### config.mk
export PLATFORM = sky130hd
export DESIGN_NAME = scariv_bru_exec_pipe_flat
export DESIGN_NICKNAME = d
export VERILOG_FILES = /design/src/rtl/scariv_bru_pkg.sv /design/src/rtl/scariv_bru_exec_pipe_if.sv /design/src/rtl/scariv_bru_resolve.sv /design/src/rtl/scariv_bru_exec_pipe.sv /design/src/flat_wrapper.sv
export SDC_FILE = /design/constraint.sdc
export NUM_CORES = 1
export LEC_CHECK = 0
export CORE_UTILIZATION = 45
export CTS_BUF_LIST = sky130_fd_sc_hd__clkbuf_2 sky130_fd_sc_hd__clkbuf_4 sky130_fd_sc_hd__clkbuf_8
export CTS_CLUSTER_SIZE = 24
export DETAILED_ROUTE_END_ITERATION = 10
export PLACE_DENSITY = 0.7
export SLEW_MARGIN = 0
export SYNTH_ARGS = -nofsm -noshare
export SYNTH_HDL_FRONTEND = slang
export SYNTH_SLANG_ARGS = --single-unit
### constraint.sdc
create_clock -name i_clk -period 24 [get_ports i_clk]
set_clock_uncertainty 0.15 [all_clocks]
set_input_delay 3.6 -clock i_clk [delete_from_list [all_inputs] [get_ports i_clk]]
set_output_delay 3.6 -clock i_clk [all_outputs]
set_load 0.02 [all_outputs]
### src/rtl/scariv_bru_pkg.sv
// Purpose : shared types, widths and mask helpers for the BRU execution pipe.
// Latency : n/a (types and pure functions only).
// Backpr. : n/a.
package scariv_bru_pkg;

    localparam int XLEN      = 64;
    localparam int VADDR_W   = 39;
    localparam int CMT_ID_W  = 6;
    localparam int GRP_ID_W  = 4;
    localparam int BRTAG_NUM = 8;
    localparam int BRTAG_W   = $clog2(BRTAG_NUM);
    localparam int RNID_W    = 7;

    typedef enum logic [3:0] {
        BEQ  = 4'd0,
        BNE  = 4'd1,
        BLT  = 4'd2,
        BGE  = 4'd3,
        BLTU = 4'd4,
        BGEU = 4'd5,
        JAL  = 4'd6,
        JALR = 4'd7
    } brop_t;

    typedef logic [BRTAG_NUM-1:0] brmask_t;

    // EX0 contents: everything needed to resolve the branch.
    typedef struct packed {
        logic                valid;
        brop_t               op;
        logic [VADDR_W-1:0]  pc;
        logic [XLEN-1:0]     imm;
        logic                rvc;
        logic [XLEN-1:0]     rs1;
        logic [XLEN-1:0]     rs2;
        logic                pred_taken;
        logic [VADDR_W-1:0]  pred_tgt;
        logic [CMT_ID_W-1:0] cmt_id;
        logic [GRP_ID_W-1:0] grp_id;
        logic [BRTAG_W-1:0]  brtag;
        brmask_t             brmask;
        logic                rd_valid;
        logic [RNID_W-1:0]   rd_rnid;
    } bru_ex_t;

    // EX1/EX2 contents: resolved result, operands no longer carried.
    typedef struct packed {
        logic                valid;
        brop_t               op;
        logic [CMT_ID_W-1:0] cmt_id;
        logic [GRP_ID_W-1:0] grp_id;
        logic [BRTAG_W-1:0]  brtag;
        brmask_t             brmask;
        logic                rd_valid;
        logic [RNID_W-1:0]   rd_rnid;
        logic                taken;
        logic                mispred;
        logic [VADDR_W-1:0]  upd_tgt;
        logic [XLEN-1:0]     link;
    } bru_rpt_t;

    // Kill is judged on the mask before any same-cycle clear is applied.
    function automatic logic is_killed(brmask_t m, logic flush, logic kill_v, logic [BRTAG_W-1:0] kill_tag);
        return flush | (kill_v & m[kill_tag]);
    endfunction

    function automatic brmask_t brmask_clr(brmask_t m, logic clr_v, logic [BRTAG_W-1:0] clr_tag);
        brmask_t r;
        r = m;
        if (clr_v) r[clr_tag] = 1'b0;
        return r;
    endfunction

endpackage

### src/rtl/scariv_bru_exec_pipe_if.sv
// Purpose : issue, control and report bundle of the BRU execution pipe.
// Latency : n/a (wires only). master = issue/commit side, slave = pipe.
// Backpr. : o_iss_stall mirrors i_done_stall back to the issue side.
interface scariv_bru_exec_pipe_if;
    import scariv_bru_pkg::*;

    logic                i_iss_valid;
    brop_t               i_iss_op;
    logic [VADDR_W-1:0]  i_iss_pc;
    logic [XLEN-1:0]     i_iss_imm;
    logic                i_iss_rvc;
    logic [XLEN-1:0]     i_iss_rs1;
    logic [XLEN-1:0]     i_iss_rs2;
    logic                i_iss_pred_taken;
    logic [VADDR_W-1:0]  i_iss_pred_tgt;
    logic [CMT_ID_W-1:0] i_iss_cmt_id;
    logic [GRP_ID_W-1:0] i_iss_grp_id;
    logic [BRTAG_W-1:0]  i_iss_brtag;
    brmask_t             i_iss_brmask;
    logic                i_iss_rd_valid;
    logic [RNID_W-1:0]   i_iss_rd_rnid;
    logic                o_iss_stall;

    logic                i_done_stall;
    logic                i_flush;
    logic                i_brkill_valid;
    logic [BRTAG_W-1:0]  i_brkill_tag;
    logic                i_brclr_valid;
    logic [BRTAG_W-1:0]  i_brclr_tag;

    logic                o_done_valid;
    logic [CMT_ID_W-1:0] o_done_cmt_id;
    logic [GRP_ID_W-1:0] o_done_grp_id;
    logic                o_brupd_valid;
    logic                o_brupd_mispred;
    logic                o_brupd_taken;
    logic [VADDR_W-1:0]  o_brupd_tgt;
    logic [BRTAG_W-1:0]  o_brupd_brtag;
    logic                o_wb_valid;
    logic [RNID_W-1:0]   o_wb_rnid;
    logic [XLEN-1:0]     o_wb_data;
    logic [31:0]         o_perf_br_cnt;
    logic [31:0]         o_perf_mispred_cnt;

    modport master (
        output i_iss_valid, i_iss_op, i_iss_pc, i_iss_imm, i_iss_rvc, i_iss_rs1, i_iss_rs2,
               i_iss_pred_taken, i_iss_pred_tgt, i_iss_cmt_id, i_iss_grp_id, i_iss_brtag,
               i_iss_brmask, i_iss_rd_valid, i_iss_rd_rnid,
               i_done_stall, i_flush, i_brkill_valid, i_brkill_tag, i_brclr_valid, i_brclr_tag,
        input  o_iss_stall, o_done_valid, o_done_cmt_id, o_done_grp_id,
               o_brupd_valid, o_brupd_mispred, o_brupd_taken, o_brupd_tgt, o_brupd_brtag,
               o_wb_valid, o_wb_rnid, o_wb_data, o_perf_br_cnt, o_perf_mispred_cnt
    );

    modport slave (
        input  i_iss_valid, i_iss_op, i_iss_pc, i_iss_imm, i_iss_rvc, i_iss_rs1, i_iss_rs2,
               i_iss_pred_taken, i_iss_pred_tgt, i_iss_cmt_id, i_iss_grp_id, i_iss_brtag,
               i_iss_brmask, i_iss_rd_valid, i_iss_rd_rnid,
               i_done_stall, i_flush, i_brkill_valid, i_brkill_tag, i_brclr_valid, i_brclr_tag,
        output o_iss_stall, o_done_valid, o_done_cmt_id, o_done_grp_id,
               o_brupd_valid, o_brupd_mispred, o_brupd_taken, o_brupd_tgt, o_brupd_brtag,
               o_wb_valid, o_wb_rnid, o_wb_data, o_perf_br_cnt, o_perf_mispred_cnt
    );

endinterface

### src/rtl/scariv_bru_resolve.sv
// Purpose : combinational branch resolve (direction, target, link, mispredict).
// Latency : 0 cycles, sits between EX0 and EX1 registers.
// Backpr. : none; ports: i_ex = EX0 stage contents, o_rpt = resolved record for EX1.
module scariv_bru_resolve
    import scariv_bru_pkg::*;
(
    input  bru_ex_t  i_ex,
    output bru_rpt_t o_rpt
);

    logic               taken;
    logic [VADDR_W-1:0] fallthru;
    logic [VADDR_W-1:0] tgt;

    always_comb begin
        taken = 1'b0;
        case (i_ex.op)
            BEQ:       taken = (i_ex.rs1 == i_ex.rs2);
            BNE:       taken = (i_ex.rs1 != i_ex.rs2);
            BLT:       taken = ($signed(i_ex.rs1) <  $signed(i_ex.rs2));
            BGE:       taken = ($signed(i_ex.rs1) >= $signed(i_ex.rs2));
            BLTU:      taken = (i_ex.rs1 <  i_ex.rs2);
            BGEU:      taken = (i_ex.rs1 >= i_ex.rs2);
            JAL, JALR: taken = 1'b1;
            default:   taken = 1'b0;
        endcase
    end

    // All address arithmetic is modulo 2^VADDR_W; the casts do the truncation.
    assign fallthru = i_ex.pc + (i_ex.rvc ? VADDR_W'(2) : VADDR_W'(4));

    always_comb begin
        tgt = i_ex.pc + VADDR_W'(i_ex.imm);
        if (i_ex.op == JALR) tgt = VADDR_W'(i_ex.rs1 + i_ex.imm) & ~VADDR_W'(1);
    end

    always_comb begin
        o_rpt          = '0;
        o_rpt.valid    = i_ex.valid;
        o_rpt.op       = i_ex.op;
        o_rpt.cmt_id   = i_ex.cmt_id;
        o_rpt.grp_id   = i_ex.grp_id;
        o_rpt.brtag    = i_ex.brtag;
        o_rpt.brmask   = i_ex.brmask;
        o_rpt.rd_valid = i_ex.rd_valid;
        o_rpt.rd_rnid  = i_ex.rd_rnid;
        o_rpt.taken    = taken;
        o_rpt.mispred  = (taken != i_ex.pred_taken) | (taken & (tgt != i_ex.pred_tgt));
        o_rpt.upd_tgt  = taken ? tgt : fallthru;
        o_rpt.link     = XLEN'(fallthru);
    end

endmodule

### src/rtl/scariv_bru_exec_pipe.sv
// Purpose : 3-stage BRU execute (EX0 capture, EX1 resolve, EX2 report) with flush/kill/tag-clear.
// Latency : issue in T -> registered done/brupd/wb outputs in T+3; one op per cycle.
// Backpr. : i_done_stall freezes all stages and is echoed to issue as o_iss_stall.
// Ports   : i_clk, i_reset (async, active high), bus (scariv_bru_exec_pipe_if.slave).
// Option  : SCARIV_BRU_PERF_EN builds 32-bit saturating brupd/mispredict counters, else tied to 0.
module scariv_bru_exec_pipe
    import scariv_bru_pkg::*;
(
    input  logic                   i_clk,
    input  logic                   i_reset,
    scariv_bru_exec_pipe_if.slave  bus
);

    logic     stall;
    bru_ex_t  iss_ex;
    bru_ex_t  ex0_q, ex0_d;
    bru_rpt_t res_rpt;
    bru_rpt_t ex1_q, ex1_d;
    bru_rpt_t ex2_q, ex2_d;

    assign stall           = bus.i_done_stall;
    assign bus.o_iss_stall = stall;

    always_comb begin
        iss_ex            = '0;
        iss_ex.valid      = bus.i_iss_valid;
        iss_ex.op         = bus.i_iss_op;
        iss_ex.pc         = bus.i_iss_pc;
        iss_ex.imm        = bus.i_iss_imm;
        iss_ex.rvc        = bus.i_iss_rvc;
        iss_ex.rs1        = bus.i_iss_rs1;
        iss_ex.rs2        = bus.i_iss_rs2;
        iss_ex.pred_taken = bus.i_iss_pred_taken;
        iss_ex.pred_tgt   = bus.i_iss_pred_tgt;
        iss_ex.cmt_id     = bus.i_iss_cmt_id;
        iss_ex.grp_id     = bus.i_iss_grp_id;
        iss_ex.brtag      = bus.i_iss_brtag;
        iss_ex.brmask     = bus.i_iss_brmask;
        iss_ex.rd_valid   = bus.i_iss_rd_valid;
        iss_ex.rd_rnid    = bus.i_iss_rd_rnid;
    end

    scariv_bru_resolve u_resolve (
        .i_ex  (ex0_q),
        .o_rpt (res_rpt)
    );

    // Each stage either holds (stall) or takes its upstream; kill is then
    // applied on the pre-clear mask, so same-tag kill+clear still kills.
    always_comb begin
        ex0_d        = stall ? ex0_q : iss_ex;
        ex0_d.valid  = ex0_d.valid & ~is_killed(ex0_d.brmask, bus.i_flush, bus.i_brkill_valid, bus.i_brkill_tag);
        ex0_d.brmask = brmask_clr(ex0_d.brmask, bus.i_brclr_valid, bus.i_brclr_tag);
    end

    always_comb begin
        ex1_d        = stall ? ex1_q : res_rpt;
        ex1_d.valid  = ex1_d.valid & ~is_killed(ex1_d.brmask, bus.i_flush, bus.i_brkill_valid, bus.i_brkill_tag);
        ex1_d.brmask = brmask_clr(ex1_d.brmask, bus.i_brclr_valid, bus.i_brclr_tag);
    end

    always_comb begin
        ex2_d        = stall ? ex2_q : ex1_q;
        ex2_d.valid  = ex2_d.valid & ~is_killed(ex2_d.brmask, bus.i_flush, bus.i_brkill_valid, bus.i_brkill_tag);
        ex2_d.brmask = brmask_clr(ex2_d.brmask, bus.i_brclr_valid, bus.i_brclr_tag);
    end

    always_ff @(posedge i_clk or posedge i_reset) begin
        if (i_reset) begin
            ex0_q <= '0;
            ex1_q <= '0;
            ex2_q <= '0;
        end else begin
            ex0_q <= ex0_d;
            ex1_q <= ex1_d;
            ex2_q <= ex2_d;
        end
    end

    // Outputs come straight from the EX2 register; JAL needs no frontend update.
    assign bus.o_done_valid    = ex2_q.valid;
    assign bus.o_done_cmt_id   = ex2_q.cmt_id;
    assign bus.o_done_grp_id   = ex2_q.grp_id;
    assign bus.o_brupd_valid   = ex2_q.valid & (ex2_q.op != JAL);
    assign bus.o_brupd_mispred = ex2_q.mispred;
    assign bus.o_brupd_taken   = ex2_q.taken;
    assign bus.o_brupd_tgt     = ex2_q.upd_tgt;
    assign bus.o_brupd_brtag   = ex2_q.brtag;
    assign bus.o_wb_valid      = ex2_q.valid & ex2_q.rd_valid & ((ex2_q.op == JAL) | (ex2_q.op == JALR));
    assign bus.o_wb_rnid       = ex2_q.rd_rnid;
    assign bus.o_wb_data       = ex2_q.link;

`ifdef SCARIV_BRU_PERF_EN
    logic [31:0] perf_br_q;
    logic [31:0] perf_mis_q;
    logic        ld_brupd;

    // Counted on the EX2 load so a stalled op is counted only once.
    assign ld_brupd = ~stall & ex2_d.valid & (ex2_d.op != JAL);

    always_ff @(posedge i_clk or posedge i_reset) begin
        if (i_reset) begin
            perf_br_q  <= '0;
            perf_mis_q <= '0;
        end else begin
            if (ld_brupd && (perf_br_q != '1)) perf_br_q <= perf_br_q + 32'd1;
            if (ld_brupd && ex2_d.mispred && (perf_mis_q != '1)) perf_mis_q <= perf_mis_q + 32'd1;
        end
    end

    assign bus.o_perf_br_cnt      = perf_br_q;
    assign bus.o_perf_mispred_cnt = perf_mis_q;
`else
    assign bus.o_perf_br_cnt      = '0;
    assign bus.o_perf_mispred_cnt = '0;
`endif

    iss_while_stall : assert property (@(posedge i_clk) disable iff (i_reset)
        !(bus.i_iss_valid && bus.o_iss_stall));

endmodule
### src/flat_wrapper.sv
// flat-port wrapper written by rule: the top's interface ports become plain ports
module scariv_bru_exec_pipe_flat import scariv_bru_pkg::*;
  (i_clk, i_reset, bus_i_iss_valid, bus_i_iss_op, bus_i_iss_pc, bus_i_iss_imm, bus_i_iss_rvc, bus_i_iss_rs1, bus_i_iss_rs2, bus_i_iss_pred_taken, bus_i_iss_pred_tgt, bus_i_iss_cmt_id, bus_i_iss_grp_id, bus_i_iss_brtag, bus_i_iss_brmask, bus_i_iss_rd_valid, bus_i_iss_rd_rnid, bus_i_done_stall, bus_i_flush, bus_i_brkill_valid, bus_i_brkill_tag, bus_i_brclr_valid, bus_i_brclr_tag, bus_o_iss_stall, bus_o_done_valid, bus_o_done_cmt_id, bus_o_done_grp_id, bus_o_brupd_valid, bus_o_brupd_mispred, bus_o_brupd_taken, bus_o_brupd_tgt, bus_o_brupd_brtag, bus_o_wb_valid, bus_o_wb_rnid, bus_o_wb_data, bus_o_perf_br_cnt, bus_o_perf_mispred_cnt);
  scariv_bru_exec_pipe_if bus_i ();
  input  logic i_clk;
  input  logic i_reset;
  input wire logic [$bits(bus_i.i_iss_valid)-1:0] bus_i_iss_valid;
  input wire logic [$bits(bus_i.i_iss_op)-1:0] bus_i_iss_op;
  input wire logic [$bits(bus_i.i_iss_pc)-1:0] bus_i_iss_pc;
  input wire logic [$bits(bus_i.i_iss_imm)-1:0] bus_i_iss_imm;
  input wire logic [$bits(bus_i.i_iss_rvc)-1:0] bus_i_iss_rvc;
  input wire logic [$bits(bus_i.i_iss_rs1)-1:0] bus_i_iss_rs1;
  input wire logic [$bits(bus_i.i_iss_rs2)-1:0] bus_i_iss_rs2;
  input wire logic [$bits(bus_i.i_iss_pred_taken)-1:0] bus_i_iss_pred_taken;
  input wire logic [$bits(bus_i.i_iss_pred_tgt)-1:0] bus_i_iss_pred_tgt;
  input wire logic [$bits(bus_i.i_iss_cmt_id)-1:0] bus_i_iss_cmt_id;
  input wire logic [$bits(bus_i.i_iss_grp_id)-1:0] bus_i_iss_grp_id;
  input wire logic [$bits(bus_i.i_iss_brtag)-1:0] bus_i_iss_brtag;
  input wire logic [$bits(bus_i.i_iss_brmask)-1:0] bus_i_iss_brmask;
  input wire logic [$bits(bus_i.i_iss_rd_valid)-1:0] bus_i_iss_rd_valid;
  input wire logic [$bits(bus_i.i_iss_rd_rnid)-1:0] bus_i_iss_rd_rnid;
  input wire logic [$bits(bus_i.i_done_stall)-1:0] bus_i_done_stall;
  input wire logic [$bits(bus_i.i_flush)-1:0] bus_i_flush;
  input wire logic [$bits(bus_i.i_brkill_valid)-1:0] bus_i_brkill_valid;
  input wire logic [$bits(bus_i.i_brkill_tag)-1:0] bus_i_brkill_tag;
  input wire logic [$bits(bus_i.i_brclr_valid)-1:0] bus_i_brclr_valid;
  input wire logic [$bits(bus_i.i_brclr_tag)-1:0] bus_i_brclr_tag;
  output wire logic [$bits(bus_i.o_iss_stall)-1:0] bus_o_iss_stall;
  output wire logic [$bits(bus_i.o_done_valid)-1:0] bus_o_done_valid;
  output wire logic [$bits(bus_i.o_done_cmt_id)-1:0] bus_o_done_cmt_id;
  output wire logic [$bits(bus_i.o_done_grp_id)-1:0] bus_o_done_grp_id;
  output wire logic [$bits(bus_i.o_brupd_valid)-1:0] bus_o_brupd_valid;
  output wire logic [$bits(bus_i.o_brupd_mispred)-1:0] bus_o_brupd_mispred;
  output wire logic [$bits(bus_i.o_brupd_taken)-1:0] bus_o_brupd_taken;
  output wire logic [$bits(bus_i.o_brupd_tgt)-1:0] bus_o_brupd_tgt;
  output wire logic [$bits(bus_i.o_brupd_brtag)-1:0] bus_o_brupd_brtag;
  output wire logic [$bits(bus_i.o_wb_valid)-1:0] bus_o_wb_valid;
  output wire logic [$bits(bus_i.o_wb_rnid)-1:0] bus_o_wb_rnid;
  output wire logic [$bits(bus_i.o_wb_data)-1:0] bus_o_wb_data;
  output wire logic [$bits(bus_i.o_perf_br_cnt)-1:0] bus_o_perf_br_cnt;
  output wire logic [$bits(bus_i.o_perf_mispred_cnt)-1:0] bus_o_perf_mispred_cnt;
  assign bus_i.i_iss_valid = bus_i_iss_valid;
  assign bus_i.i_iss_op = bus_i_iss_op;
  assign bus_i.i_iss_pc = bus_i_iss_pc;
  assign bus_i.i_iss_imm = bus_i_iss_imm;
  assign bus_i.i_iss_rvc = bus_i_iss_rvc;
  assign bus_i.i_iss_rs1 = bus_i_iss_rs1;
  assign bus_i.i_iss_rs2 = bus_i_iss_rs2;
  assign bus_i.i_iss_pred_taken = bus_i_iss_pred_taken;
  assign bus_i.i_iss_pred_tgt = bus_i_iss_pred_tgt;
  assign bus_i.i_iss_cmt_id = bus_i_iss_cmt_id;
  assign bus_i.i_iss_grp_id = bus_i_iss_grp_id;
  assign bus_i.i_iss_brtag = bus_i_iss_brtag;
  assign bus_i.i_iss_brmask = bus_i_iss_brmask;
  assign bus_i.i_iss_rd_valid = bus_i_iss_rd_valid;
  assign bus_i.i_iss_rd_rnid = bus_i_iss_rd_rnid;
  assign bus_i.i_done_stall = bus_i_done_stall;
  assign bus_i.i_flush = bus_i_flush;
  assign bus_i.i_brkill_valid = bus_i_brkill_valid;
  assign bus_i.i_brkill_tag = bus_i_brkill_tag;
  assign bus_i.i_brclr_valid = bus_i_brclr_valid;
  assign bus_i.i_brclr_tag = bus_i_brclr_tag;
  assign bus_o_iss_stall = bus_i.o_iss_stall;
  assign bus_o_done_valid = bus_i.o_done_valid;
  assign bus_o_done_cmt_id = bus_i.o_done_cmt_id;
  assign bus_o_done_grp_id = bus_i.o_done_grp_id;
  assign bus_o_brupd_valid = bus_i.o_brupd_valid;
  assign bus_o_brupd_mispred = bus_i.o_brupd_mispred;
  assign bus_o_brupd_taken = bus_i.o_brupd_taken;
  assign bus_o_brupd_tgt = bus_i.o_brupd_tgt;
  assign bus_o_brupd_brtag = bus_i.o_brupd_brtag;
  assign bus_o_wb_valid = bus_i.o_wb_valid;
  assign bus_o_wb_rnid = bus_i.o_wb_rnid;
  assign bus_o_wb_data = bus_i.o_wb_data;
  assign bus_o_perf_br_cnt = bus_i.o_perf_br_cnt;
  assign bus_o_perf_mispred_cnt = bus_i.o_perf_mispred_cnt;
  scariv_bru_exec_pipe u_core (.i_clk(i_clk), .i_reset(i_reset), .bus(bus_i));
endmodule
==> flow_metrics.tcl <==
set metrics [dict create \
    antenna_left 0 \
    drt_first_pass_iters 5 \
    clk-insertion-delay-late_ps 710 \
    p_leak_nw 15.14 \
    fin_util 0.5413 \
    endpoint_kind "output port" \
    finalNonFillerCells 3902 \
    avgViaCountPerCell 5.387 \
    p_sw_mw 0.9386 \
    slew-limit-headroom 0.3042 \
    cts_buffers 88 \
    hold_end "u_core.ex1_q[100]$_DFFE_PP0N_" \
    cts.path.max_buffers 3 \
    rows 93 \
    htree_num_levels 3 \
    drt_wl_total_um 78400 \
    rrSetupSlack_ps 18710 \
    seq_power_share 0.386 \
    syn_area_sq_um 29240 \
    coreArea_sq_um 64350 \
    reg2reg_depth 14 \
    status "completed" \
    r2r-start "u_core.ex0_q[160]$_DFFE_PP0N_" \
    synthFlopType "dfrtp_1" \
    grt.total_usage 0.2348 \
    setup_viol 0 \
    slew_violations 0 \
    crit_chain "buf_8, clkdlybuf4s50_1" \
    dp_cells 3745 \
    start_kind "input port" \
    worstPathMaxFanout 131 \
    port_buffers 396 \
    fillers 5620 \
    globalplace.congestion 0.8542 \
    grt_overflow 0 \
    vias 21020 \
    dieArea_sq_um 66010 \
    whs_path_depth 2 \
    grt_pass1_vias 21300 \
    period_share 0.3670 \
    tritoncts "done" \
    tns_ps 0 \
    critPathBufInv 2 \
    worstPathRequired_ps 20250 \
    start_util 0.4544 \
    ys_warn_count 0 \
    wl_per_cell_um 20.09 \
    synthToLayoutAreaGrowth_pct 19.10 \
    path_clk_slew_ps 60 \
    syn_inst 2701 \
    switching_share 0.3344 \
    mostFrequentLayoutCell "dfrtp_1" \
    yosysSeqAreaShare 0.4356 \
    worst-setup-path-type "in -> out" \
    chipWidth_um 256.9 \
    place_ws_ps 15150 \
    min-delay-start "u_core.ex1_q[100]$_DFFE_PP0N_" \
    slowest_delay_ps 750 \
    ir_worst_vdd_mv 0.04888 \
    synth-edff-count 0 \
    cts_root_buf "clkbuf_8" \
    clock.fmax_mhz 113.5 \
    comb_power_share 0.305 \
    final_cell_mix "dfrtp_1, mux2_2, clkdlybuf4s50_1" \
    grt_max_degree 191 \
    io_pins 511 \
    min_period_ps 8809 \
    finalNetCount 3442 \
    ys_types 80 \
    die_h_um 256.9 \
    drtIter0Drc 1282 \
    cts_sinks 509 \
    avgSynthCellArea_sq_um 10.83 \
    worst_slew_pin_slew_ps 1044 \
    layout-drive-gt1-share 0.2074 \
    slowest_stage "clkdlybuf4s50_1" \
    post-route-drc-count 0 \
    worstPathArrival_ps 5060 \
    hpwl_um 59710 \
    final.setup.worst_slack_ps 15190 \
    yosys_register_bits 509 \
    cts_setup_buffers 0 \
    cts_hold_buf 0 \
    critPathTopFamily "buffers and inverters" \
    r2r-end "u_core.ex1_q[103]$_DFFE_PP0N_" \
    clkPwrFrac 0.309 \
    rsz0062_at_grt "no" \
    antenna_found_initial 12 \
    cts_resized 0 \
    ys_async_sr_fraction 1.000 \
    hold_class "reg -> reg" \
    maxCapViolCount 0 \
    hold_violations 0 \
    powerDensity_nw_per_um2 80.59 \
    p_int_mw 1.868 \
    grt_pass1_wl_um 120800 \
]
==> registers in the layout (all words and copies together) (netlist names) <==
register / count
u_core.ex1_q: 114
u_core.bus.o_brupd_brtag: 3
u_core.bus.o_wb_data: 39
u_core.bus.o_brupd_tgt: 39
u_core.ex0_q: 281
u_core.bus.o_done_grp_id: 4
u_core.bus.o_done_cmt_id: 6
u_core.bus.o_brupd_taken: 1
u_core.bus.o_wb_rnid: 7
u_core.bus.o_brupd_mispred: 1
u_core.bus.o_done_valid: 1
u_core.ex2_q: 13
==> metal layers <==
metal | part of all wire | GRT usage | vias to the layer above
met5 | 0.0010 | 0 | -
met2 | 0.47 | 0.3753 | 576
met1 | 0.45 | 0.3194 | 10380
met4 | 0.026 | 0.07060 | 12
met3 | 0.055 | 0.05033 | 138
li1 | - | - | 9913
==> power groups by stage <==
stage	clock, mW	combinational, mW	sequential [mW]
finish	0.867	0.857	1.08
global route	0.932	0.933	1.10
CTS	0.893	0.858	1.08
detailed placement	0	0.854	1.10
global placement	0	0.837	1.09
floorplan	0	0.635	1.06
==> Yosys cell counts (45+ instances only) <==
| cell type | n | area [sq um] |
|---|---|---|
| clkbuf_1 | 97 | 364.1 |
| nand4_1 | 48 | 300.3 |
| inv_1 | 105 | 394.1 |
| nand2_1 | 206 | 773.2 |
| nor2_1 | 123 | 461.7 |
| buf_4 | 191 | 1434 |
| a21oi_1 | 132 | 660.6 |
| xnor2_1 | 77 | 674.4 |
| mux2_2 | 430 | 4842 |
| nand3_1 | 45 | 225.2 |
| dfrtp_1 | 509 | 12740 |
| xor2_1 | 57 | 499.2 |
| mux2i_1 | 63 | 630.6 |
| o21ai_0 | 113 | 565.5 |
| ha_1 | 141 | 1764 |
==> cell families (layout without fill, tap and decap cells) <==
kind of cell | after synthesis | after routing | share of synthesized area
simple gates | 541 | 541 | 0.08703
mux | 511 | 511 | 0.1999
flops | 509 | 509 | 0.4356
compound gates | 445 | 445 | 0.09426
buf+inv | 413 | 667 | 0.07826
fa+ha+maj | 144 | 144 | 0.06239
xor+xnor | 137 | 137 | 0.04249
other cells | 1 | 93 | 0.0001282
==> cell type report <==
| type | count | area, sq um | area share |
|---|---|---|---|
| Sequential cell | 509 | 12740 | 0.3657 |
| Tap cell | 855 | 1070 | 0.03072 |
| Clock inverter | 23 | 271.5 | 0.007796 |
| Inverter | 105 | 401.6 | 0.01153 |
| Timing Repair Buffer | 409 | 4091 | 0.1175 |
| Multi-Input combinational cell | 1867 | 14550 | 0.4178 |
| Antenna cell | 4 | 10.01 | 0.0002874 |
| Clock buffer | 130 | 1695 | 0.04868 |
==> how the worst max path moves through the flow <==
stage / end / startpoint / cells past startpoint
after CTS: bus_o_iss_stall / bus_i_done_stall / 2
after detailed placement: bus_o_iss_stall / bus_i_done_stall / 2
after global placement: bus_o_iss_stall / bus_i_done_stall / 2
after floorplan: u_core.bus.o_brupd_brtag[0]$_DFFE_PP0N_ / i_reset / 1
after global routing: bus_o_iss_stall / bus_i_done_stall / 2
final: bus_o_iss_stall / bus_i_done_stall / 2
==> metrics by stage <==
step                      hold slack [ps]  cell area (sq um)  power, mW
after global placement              312.8              32850      1.928
final                               328.6              34830      2.807
after floorplan                     288.0              29570      1.696
after detailed placement            316.2              32850      1.953
after global routing                358.1              34830      2.964
after CTS                           331.6              34820      2.835
No activity file was read; power rests on OpenSTA's default activity.
